`src/rtl/multicycle_controller_hs.sv`:
```
// Main FSM controller for the multicycle RV32I core with memory handshake,
// wait timeout, illegal-opcode trap, ECALL halt and a retired-instruction counter.
module multicycle_controller_hs #(
    parameter int WAIT_LIMIT   = 16,
    parameter int CNT_W        = 32,
    parameter bit TRAP_ILLEGAL = 1'b1,
    parameter bit HAS_AUIPC    = 1'b1
) (
    input  logic             clk,
    input  logic             rst,
    input  logic [6:0]       op,
    input  logic             zero,
    input  logic             neg,
    input  logic             memReady,
    output logic             memReq,
    output logic             PCUpdate,
    output logic             adrSrc,
    output logic             memWrite,
    output logic             branch,
    output logic             IRWrite,
    output logic             regWrite,
    output logic [1:0]       resultSrc,
    output logic [1:0]       ALUSrcA,
    output logic [1:0]       ALUSrcB,
    output logic [1:0]       ALUOp,
    output logic [2:0]       immSrc,
    output logic             halted,
    output logic             error,
    output logic [1:0]       errCode,
    output logic [CNT_W-1:0] instret
);

    localparam int WCNT_W = $clog2(WAIT_LIMIT + 2);
    localparam logic [WCNT_W-1:0] WAIT_LAST = WCNT_W'((WAIT_LIMIT == 0) ? 0 : WAIT_LIMIT - 1);

    localparam logic [6:0] OP_R     = 7'b0110011;
    localparam logic [6:0] OP_I     = 7'b0010011;
    localparam logic [6:0] OP_LD    = 7'b0000011;
    localparam logic [6:0] OP_ST    = 7'b0100011;
    localparam logic [6:0] OP_BR    = 7'b1100011;
    localparam logic [6:0] OP_JAL   = 7'b1101111;
    localparam logic [6:0] OP_JALR  = 7'b1100111;
    localparam logic [6:0] OP_LUI   = 7'b0110111;
    localparam logic [6:0] OP_AUIPC = 7'b0010111;
    localparam logic [6:0] OP_ECALL = 7'b1110011;

    typedef enum logic [4:0] {
        S_FETCH, S_DECODE, S_EX_R, S_EX_I, S_EX_LD, S_EX_ST, S_EX_BR,
        S_EX_JAL, S_JAL_LINK, S_PC_JUMP, S_EX_JALR, S_JALR_PC, S_EX_AUIPC,
        S_LUI, S_MEM_RD, S_MEM_WR, S_WB_LD, S_WB_ALU, S_HALT, S_ERR
    } state_t;

    state_t             state_q, state_d;
    logic [WCNT_W-1:0]  wait_q, wait_d;
    logic [1:0]         err_code_q, err_code_d;
    logic [CNT_W-1:0]   instret_q, instret_d;
    logic               mem_state;
    logic               illegal;
    logic               timeout;

    // Branch flags are consumed by the datapath, not by this FSM.
    logic unused_flags;
    assign unused_flags = zero | neg;

    always_ff @(posedge clk or posedge rst) begin
        if (rst) begin
            state_q    <= S_FETCH;
            wait_q     <= '0;
            err_code_q <= 2'b00;
            instret_q  <= '0;
        end else begin
            state_q    <= state_d;
            wait_q     <= wait_d;
            err_code_q <= err_code_d;
            instret_q  <= instret_d;
        end
    end

    always_comb begin
        state_d    = state_q;
        err_code_d = err_code_q;
        mem_state  = 1'b0;
        illegal    = 1'b0;
        timeout    = 1'b0;
        case (state_q)
            S_FETCH: begin
                mem_state = 1'b1;
                if (memReady) state_d = S_DECODE;
            end
            S_DECODE: begin
                case (op)
                    OP_R:     state_d = S_EX_R;
                    OP_I:     state_d = S_EX_I;
                    OP_LD:    state_d = S_EX_LD;
                    OP_ST:    state_d = S_EX_ST;
                    OP_BR:    state_d = S_EX_BR;
                    OP_JAL:   state_d = S_EX_JAL;
                    OP_JALR:  state_d = S_EX_JALR;
                    OP_LUI:   state_d = S_LUI;
                    OP_AUIPC: begin
                        if (HAS_AUIPC) state_d = S_EX_AUIPC;
                        else           illegal = 1'b1;
                    end
                    OP_ECALL: state_d = S_HALT;
                    default:  illegal = 1'b1;
                endcase
            end
            S_EX_R, S_EX_I, S_EX_AUIPC, S_JALR_PC: state_d = S_WB_ALU;
            S_EX_LD:    state_d = S_MEM_RD;
            S_EX_ST:    state_d = S_MEM_WR;
            S_EX_BR:    state_d = S_FETCH;
            S_EX_JAL:   state_d = S_JAL_LINK;
            S_JAL_LINK: state_d = S_PC_JUMP;
            S_PC_JUMP:  state_d = S_FETCH;
            S_EX_JALR:  state_d = S_JALR_PC;
            S_LUI:      state_d = S_FETCH;
            S_MEM_RD: begin
                mem_state = 1'b1;
                if (memReady) state_d = S_WB_LD;
            end
            S_MEM_WR: begin
                mem_state = 1'b1;
                if (memReady) state_d = S_FETCH;
            end
            S_WB_LD, S_WB_ALU: state_d = S_FETCH;
            S_HALT, S_ERR:     state_d = state_q;
            default:           state_d = S_FETCH;
        endcase

        if (illegal) begin
            if (TRAP_ILLEGAL) begin
                state_d    = S_ERR;
                err_code_d = 2'b01;
            end else begin
                state_d = S_FETCH;
            end
        end

        // A memReady in the last allowed cycle still completes the access.
        timeout = (WAIT_LIMIT != 0) && mem_state && !memReady && (wait_q == WAIT_LAST);
        if (timeout) begin
            state_d    = S_ERR;
            err_code_d = 2'b10;
        end
    end

    always_comb begin
        wait_d = '0;
        if (mem_state && (state_d == state_q)) begin
            wait_d = (wait_q == '1) ? wait_q : wait_q + WCNT_W'(1);
        end
        instret_d = instret_q;
        if ((state_d == S_FETCH) && (state_q != S_FETCH)) begin
            instret_d = instret_q + CNT_W'(1);
        end
    end

    always_comb begin
        memReq    = 1'b0;
        PCUpdate  = 1'b0;
        adrSrc    = 1'b0;
        memWrite  = 1'b0;
        branch    = 1'b0;
        IRWrite   = 1'b0;
        regWrite  = 1'b0;
        resultSrc = 2'b00;
        ALUSrcA   = 2'b00;
        ALUSrcB   = 2'b00;
        ALUOp     = 2'b00;
        immSrc    = 3'b000;
        halted    = 1'b0;
        error     = 1'b0;
        case (state_q)
            S_FETCH: begin
                memReq    = 1'b1;
                ALUSrcB   = 2'b10;
                resultSrc = 2'b10;
                IRWrite   = memReady;
                PCUpdate  = memReady;
            end
            S_DECODE: begin
                ALUSrcA = 2'b01;
                ALUSrcB = 2'b01;
                immSrc  = 3'b010;
            end
            S_EX_R: begin
                ALUSrcA = 2'b10;
                ALUOp   = 2'b10;
            end
            S_EX_I: begin
                ALUSrcA = 2'b10;
                ALUSrcB = 2'b01;
                ALUOp   = 2'b11;
            end
            S_EX_LD, S_EX_JALR: begin
                ALUSrcA = 2'b10;
                ALUSrcB = 2'b01;
            end
            S_EX_ST: begin
                ALUSrcA = 2'b10;
                ALUSrcB = 2'b01;
                immSrc  = 3'b001;
            end
            S_EX_BR: begin
                ALUSrcA = 2'b10;
                ALUOp   = 2'b01;
                branch  = 1'b1;
            end
            S_EX_JAL: begin
                ALUSrcA = 2'b01;
                ALUSrcB = 2'b10;
            end
            S_JAL_LINK: begin
                regWrite = 1'b1;
                ALUSrcA  = 2'b01;
                ALUSrcB  = 2'b01;
                immSrc   = 3'b011;
            end
            S_PC_JUMP: PCUpdate = 1'b1;
            S_JALR_PC: begin
                ALUSrcA  = 2'b01;
                ALUSrcB  = 2'b10;
                PCUpdate = 1'b1;
            end
            S_EX_AUIPC: begin
                ALUSrcA = 2'b01;
                ALUSrcB = 2'b01;
                immSrc  = 3'b100;
            end
            S_LUI: begin
                resultSrc = 2'b11;
                immSrc    = 3'b100;
                regWrite  = 1'b1;
            end
            S_MEM_RD: begin
                memReq = 1'b1;
                adrSrc = 1'b1;
            end
            S_MEM_WR: begin
                memReq   = 1'b1;
                adrSrc   = 1'b1;
                memWrite = 1'b1;
            end
            S_WB_LD: begin
                resultSrc = 2'b01;
                regWrite  = 1'b1;
            end
            S_WB_ALU: regWrite = 1'b1;
            S_HALT:   halted = 1'b1;
            S_ERR:    error = 1'b1;
            default: ;
        endcase
    end

    assign errCode = err_code_q;
    assign instret = instret_q;

endmodule

```
`config.mk`:
```
export PLATFORM = sky130hd
export DESIGN_NAME = multicycle_controller_hs
export DESIGN_NICKNAME = d
export VERILOG_FILES = /design/src/rtl/multicycle_controller_hs.sv
export SDC_FILE = /design/constraint.sdc
export NUM_CORES = 1
export LEC_CHECK = 0
export ABC_CLOCK_PERIOD_IN_PS = 2650
export BUFFER_PORTS_ARGS = -buffer_cell sky130_fd_sc_hd__buf_2
export CAP_MARGIN = 20
export CORE_AREA = 2 2 79 81
export DETAILED_ROUTE_END_ITERATION = 8
export DIE_AREA = 0 0 81 83
export GPL_TIMING_DRIVEN = 0
export PLACE_DENSITY_LB_ADDON = 0.08
export SETUP_SLACK_MARGIN = 0.15
export SLEW_MARGIN = 25
export SYNTH_ARGS = -nofsm -noshare
export SYNTH_HDL_FRONTEND = slang
export SYNTH_SLANG_ARGS = --single-unit
```
`constraint.sdc`:
```
create_clock -name clk -period 2.65 [get_ports clk]
set_clock_uncertainty 0.1 [all_clocks]
set_input_delay 0 -clock clk [delete_from_list [all_inputs] [get_ports clk]]
set_output_delay 0 -clock clk [all_outputs]
set_load 0.01 [all_outputs]
```
Word level (Yosys, flattened, before mapping)
Index checks and enable logic that the tools add are counted.
{"block": "totals", "register_bits": 44, "input_bits": 12, "out_inout_bits": 54, "elab_cells": 87}
{"block": "op_classes", "n_addsub": 2, "eq_ne": 33, "mux": 27, "n_reduce_logical": 21}
{"operator": "5-bit one-hot mux with 11 select lines", "n": 1}
{"operator": "5-bit one-hot mux with 10 select lines", "n": 1}
{"operator": "5-bit by 4-bit equality test with 1-bit output, second input constant", "n": 9}
{"operator": "5-bit two-way mux", "n": 7}
{"operator": "32-bit by 1-bit adder with 32-bit output, second input constant", "n": 1}
{"operator": "7-bit equality test, second input constant", "n": 4}
{"operator": "5-bit equality test, second input constant", "n": 5}
{"operator": "7-bit by 6-bit equality test with 1-bit output, second input constant", "n": 3}
{"operator": "5-bit by 3-bit equality test with 1-bit output, second input constant", "n": 4}
{"operator": "7-bit by 5-bit equality test with 1-bit output, second input constant", "n": 2}
{"operator": "2-bit one-hot mux with 3 select lines", "n": 2}
{"operator": "3-bit one-hot mux with 4 select lines", "n": 1}
{"operator": "5-bit by 2-bit equality test with 1-bit output, second input constant", "n": 2}
{"operator": "5-bit zero test", "n": 2}
{"operator": "1-bit two-way mux", "n": 10}
{"operator": "10-bit OR reduction", "n": 1}
{"operator": "2-bit one-hot mux with 2 select lines", "n": 2}
{"operator": "2-bit OR reduction", "n": 4}
{"operator": "4-bit OR reduction", "n": 2}
{"operator": "7-bit by 2-bit equality test with 1-bit output, second input constant", "n": 1}
{"operator": "7-bit OR reduction", "n": 1}
{"operator": "3-bit OR reduction", "n": 2}
{"operator": "6-bit OR reduction", "n": 1}
{"operator": "5-bit by 1-bit adder with 5-bit output, second input constant", "n": 1}
{"operator": "other kinds (10)", "n": 14}

Logic depth before layout (Yosys ltp)
{"block": "depth", "word_depth": 9, "depth_mapped": 11, "depth_no_buf": 10}

Worst setup path before layout
OpenSTA, ideal clock, no wires.
{"block": "synth_timing", "path_type": "register -> register", "startpoint": "register wait_q[0]", "endpoint": "register instret_q[3] (netlist: instret[3])", "arrival_ns": 2.083, "path_slack_ns": 0.340, "path_stages_with_launch": 12, "n_path_buf": 1, "period_less_slack_ns": 2.310, "cell_sequence": "dfrtp_1 ha_1 and3_1 ha_1 nor2b_1 o21ai_0 a21oi_1 nor3_1 a211oi_4 buf_6 nand4_1 xnor2_1"}
{"block": "synth_between", "elab_chain_cells": 5}
{"item": "from (decl)", "line": "54", "rtl": "logic [WCNT_W-1:0] wait_q, wait_d;"}
{"item": "from (signal assigned)", "line": "73", "rtl": "wait_q <= wait_d;"}
{"item": "5-bit by 4-bit equality test with 1-bit output", "line": "140", "rtl": "timeout = (WAIT_LIMIT != 0) && mem_state && !memReady && (wait_q == WAIT_LAST);"}
{"item": "1-bit logical AND", "line": "140"}
{"item": "5-bit two-way mux", "line": "141", "rtl": "if (timeout) begin"}
{"item": "5-bit zero test", "line": "153", "rtl": "if ((state_d == S_FETCH) && (state_q != S_FETCH)) begin"}
{"item": "1-bit logical AND", "line": "153"}
{"item": "to (signal assigned)", "line": "75", "rtl": "instret_q <= instret_d;"}
{"item": "to (decl)", "line": "56", "rtl": "logic [CNT_W-1:0] instret_q, instret_d;"}
Every way passes these cells.
A chain may end at the register's enable or synchronous reset.

Final worst setup path
{"block": "layout_timing", "startpoint": "register state_q[1]", "endpoint": "register instret_q[1] (netlist: instret[1])"}
{"block": "layout_between", "elab_chain_cells": 8, "word_cells_on_any_way": 32, "classes_between": "eq/ne (14); mux (9); reduce/logical (9)"}
{"item": "from (decl)", "line": "53", "rtl": "state_t state_q, state_d;"}
{"item": "from (signal assigned)", "line": "72", "rtl": "state_q <= state_d;"}
{"item": "parallel branches: the longest is 5 deep, another holds 5-bit one-hot mux with 11 select lines"}
{"item": "5-bit two-way mux (*)", "line": "141"}
{"item": "via state_d[4]", "line": "53"}
{"item": "5-bit zero test (*)", "line": "153"}
{"item": "1-bit logical AND (*)", "line": "153"}
Mark *: on every way through the listed nets, which the timed path passes.

==> impl_metrics.env <==
export IMPL_status="complete, no violations"
export IMPL_die_area_um2=6720
export IMPL_max_vdd_ir_drop_mv=0.409
export IMPL_ant_nets=0
export IMPL_grt_antenna_before_repair=0
export IMPL_place_gp_congestion=0.884
export IMPL_slew_violations=0
export IMPL_synth_sequential_area_ratio=0.385
export IMPL_yosysTopAreaCell="dfrtp_1"
export IMPL_utilization=0.633
export IMPL_fp_row_count=28
export IMPL_wl_mm=7.04
export IMPL_fin_crit_ns=2.47
export IMPL_critPathMaxFanout=6
export IMPL_hold_viol_final=0
export IMPL_final_cell_mix="65 x buf_2, 42 x dfrtp_1, 34 x xnor2_1"
export IMPL_yosys_top_cells_area="dfrtp_1 39%, xnor2_1 10%, nand4_1 5.0%"
export IMPL_hpwl_mm=4.82
export IMPL_final_common_cell="buf_2"
export IMPL_drive_above_1_share=0.322
export IMPL_startpoint_type="flop"
export IMPL_synth_cell_types=59
export IMPL_maxCapViolCount=0
export IMPL_grt_overflow=0
export IMPL_diodes=0
export IMPL_root_buffer="clkbuf_8"
export IMPL_setup_viol=0
export IMPL_numClockSinks=44
export IMPL_synth_top_area_frac=0.385
export IMPL_synthFlopType="dfrtp_1"
export IMPL_final_setup_tns_ns=0
export IMPL_ios=66
export IMPL_required_ns=2.74
export IMPL_hold_class="in2reg"
export IMPL_slew_headroom=0.638
export IMPL_cts_tree="done"
export IMPL_track_usage=0.204
export IMPL_clkSlewWorstSetupHoldPaths_ns=0.09
export IMPL_via_per_inst=5.51
export IMPL_synthCells=309
export IMPL_power_uw=2990
export IMPL_cts_buffers=5
export IMPL_arrival_ns=2.57
export IMPL_syn_area_um2=2860
export IMPL_worst_pin_slew_ns=0.541
export IMPL_layout_nets=410
export IMPL_io_buffer_count=59
export IMPL_fp_dieW_um=81
export IMPL_die_height_um=83
export IMPL_critPathKind="reg2reg"
export IMPL_cts_htree_levels=2
export IMPL_initial_core_util=0.492
export IMPL_worst_slack_ns=0.176
export IMPL_fmax_mhz=404
export IMPL_coreArea_um2=5820
export IMPL_cts_buffer_depth=2
export IMPL_final_fill_count=524
export IMPL_syn_area_per_cell_um2=9.25
export IMPL_drc_errors=0
export IMPL_vias=2588
export IMPL_drt_pass1_iterations=4
export IMPL_wl_per_cell_um=15.0
export IMPL_grt_setup_unrepaired="yes"
export IMPL_syn_nets=325
export IMPL_ys_seq_elements=44
export IMPL_grt_pass1_wl_mm=11.0
export IMPL_drtIter0Drc=115
export IMPL_clk_latency_ns=0.30
export IMPL_grt_max_degree=24
export IMPL_cellLeakagePower_uw=0.00171
export IMPL_synthArstFlopShare=1.00
export IMPL_area_growth_pct=28.8
export IMPL_synth_edf_count=0
export IMPL_cp_end_kind="flop"
export IMPL_ys_warn_count=0
export IMPL_place_ws_ns=-0.0144
export IMPL_grt_pass1_vias=2351
export IMPL_p_per_area_nw_per_um2=813
export IMPL_post_route_period_util=0.934
==> metrics by stage <==
step	hold slack [ns]	cells	area, um2
floorplan	0.0256	309	2860
global placement	0.286	443	3250
detailed placement	-0.0395	444	3280
CTS	0.0170	456	3440
global route	0.0339	470	3680
finish	0.0250	470	3680
==> worst paths after layout <==
kind / from / to / slack, ns / cells past startpoint
max: state_q[1] / instret[1] / 0.18 / 10
min: op[3] / state_q[3] / 0.03 / 3
max reg2reg: state_q[1] / instret[1] / 0.18 / 10
min reg2reg: instret[31] / instret[31] / 0.38 / 1
max in group asynchronous: rst / state_q[2] / 1.78 / 4
min in group asynchronous: rst / instret[0] / 0.17 / 3
==> cell families after synthesis <==
family,after synthesis,share of synthesized area
AND/OR/NAND/NOR,141,0.278
flip-flops,44,0.385
XOR/XNOR,38,0.116
multiplexers,4,0.0144
buffers and inverters,30,0.0648
adder cells (fa/ha/maj),4,0.0175
AO/OA/AOI/OAI,48,0.123
==> flip-flops by register name (all words and copies together) (netlist names) <==
signal / cells
errCode: 2
instret: 32
state_q: 5
wait_q: 5
==> worst max-delay path: stages (launching register included) <==
cell and delay, ns:
dfrtp_1 0.39, buf_6 0.13, buf_4 0.14, or4_4 0.55, a21oi_4 0.20, nand2_1 0.13, o211ai_2 0.12, a211oi_4 0.07
buf_6 0.17, buf_6 0.12, mux2_2 0.25
==> area by class of cell <==
cell class                 instances  area, um2  area share
buffer                            22        173      0.0469
clock buffer                       5       68.8      0.0187
clock inverter                     3       42.5      0.0116
inverter                           8       30.0     0.00815
multi-input combinational        235       1660       0.451
sequential                        44       1100       0.300
tap                               75       93.8      0.0255
timing repair buffer              78        509       0.138
==> routing by layer <==
metal / track usage / up-vias / wire length, um
li1: - / 1275 / -
met1: 0.271 / 1237 / 3150
met2: 0.335 / 62 / 3490
met3: 0.0293 / 14 / 259
met4: 0.0709 / 0 / 148
met5: 0 / - / 0
==> synthesized netlist by cell type, types with 3 or more instances <==
library cell,n
a21o_1,3
a21oi_1,12
and2_1,8
and3_1,9
and4_1,4
buf_2,7
buf_6,6
clkbuf_1,4
dfrtp_1,44
ha_1,4
inv_1,8
mux2i_1,3
nand2_1,20
nand2b_1,5
nand3_1,14
nand4_1,23
nand4b_1,4
nor2_1,22
nor2b_1,6
nor3_1,9
nor4_1,4
o21ai_0,10
o31ai_1,3
xnor2_1,34
xor2_1,4
==> power breakdown <==
group          switching (uW)  internal, uW
registers                73.2           743
logic                     868           794
clock network             238           279
==> timing repair <==
item / in CTS / in global routing
pin swaps: 1 / 9
gates cloned: 0 / 2
endpoints found under the setup margin: 32 / 30
hold buffers: 2 / 0
resized for setup: 5 / 26
endpoints found under the hold margin: 35 / 0
setup buffers: 2 / 12
Power figures use the tool's default switching activity.
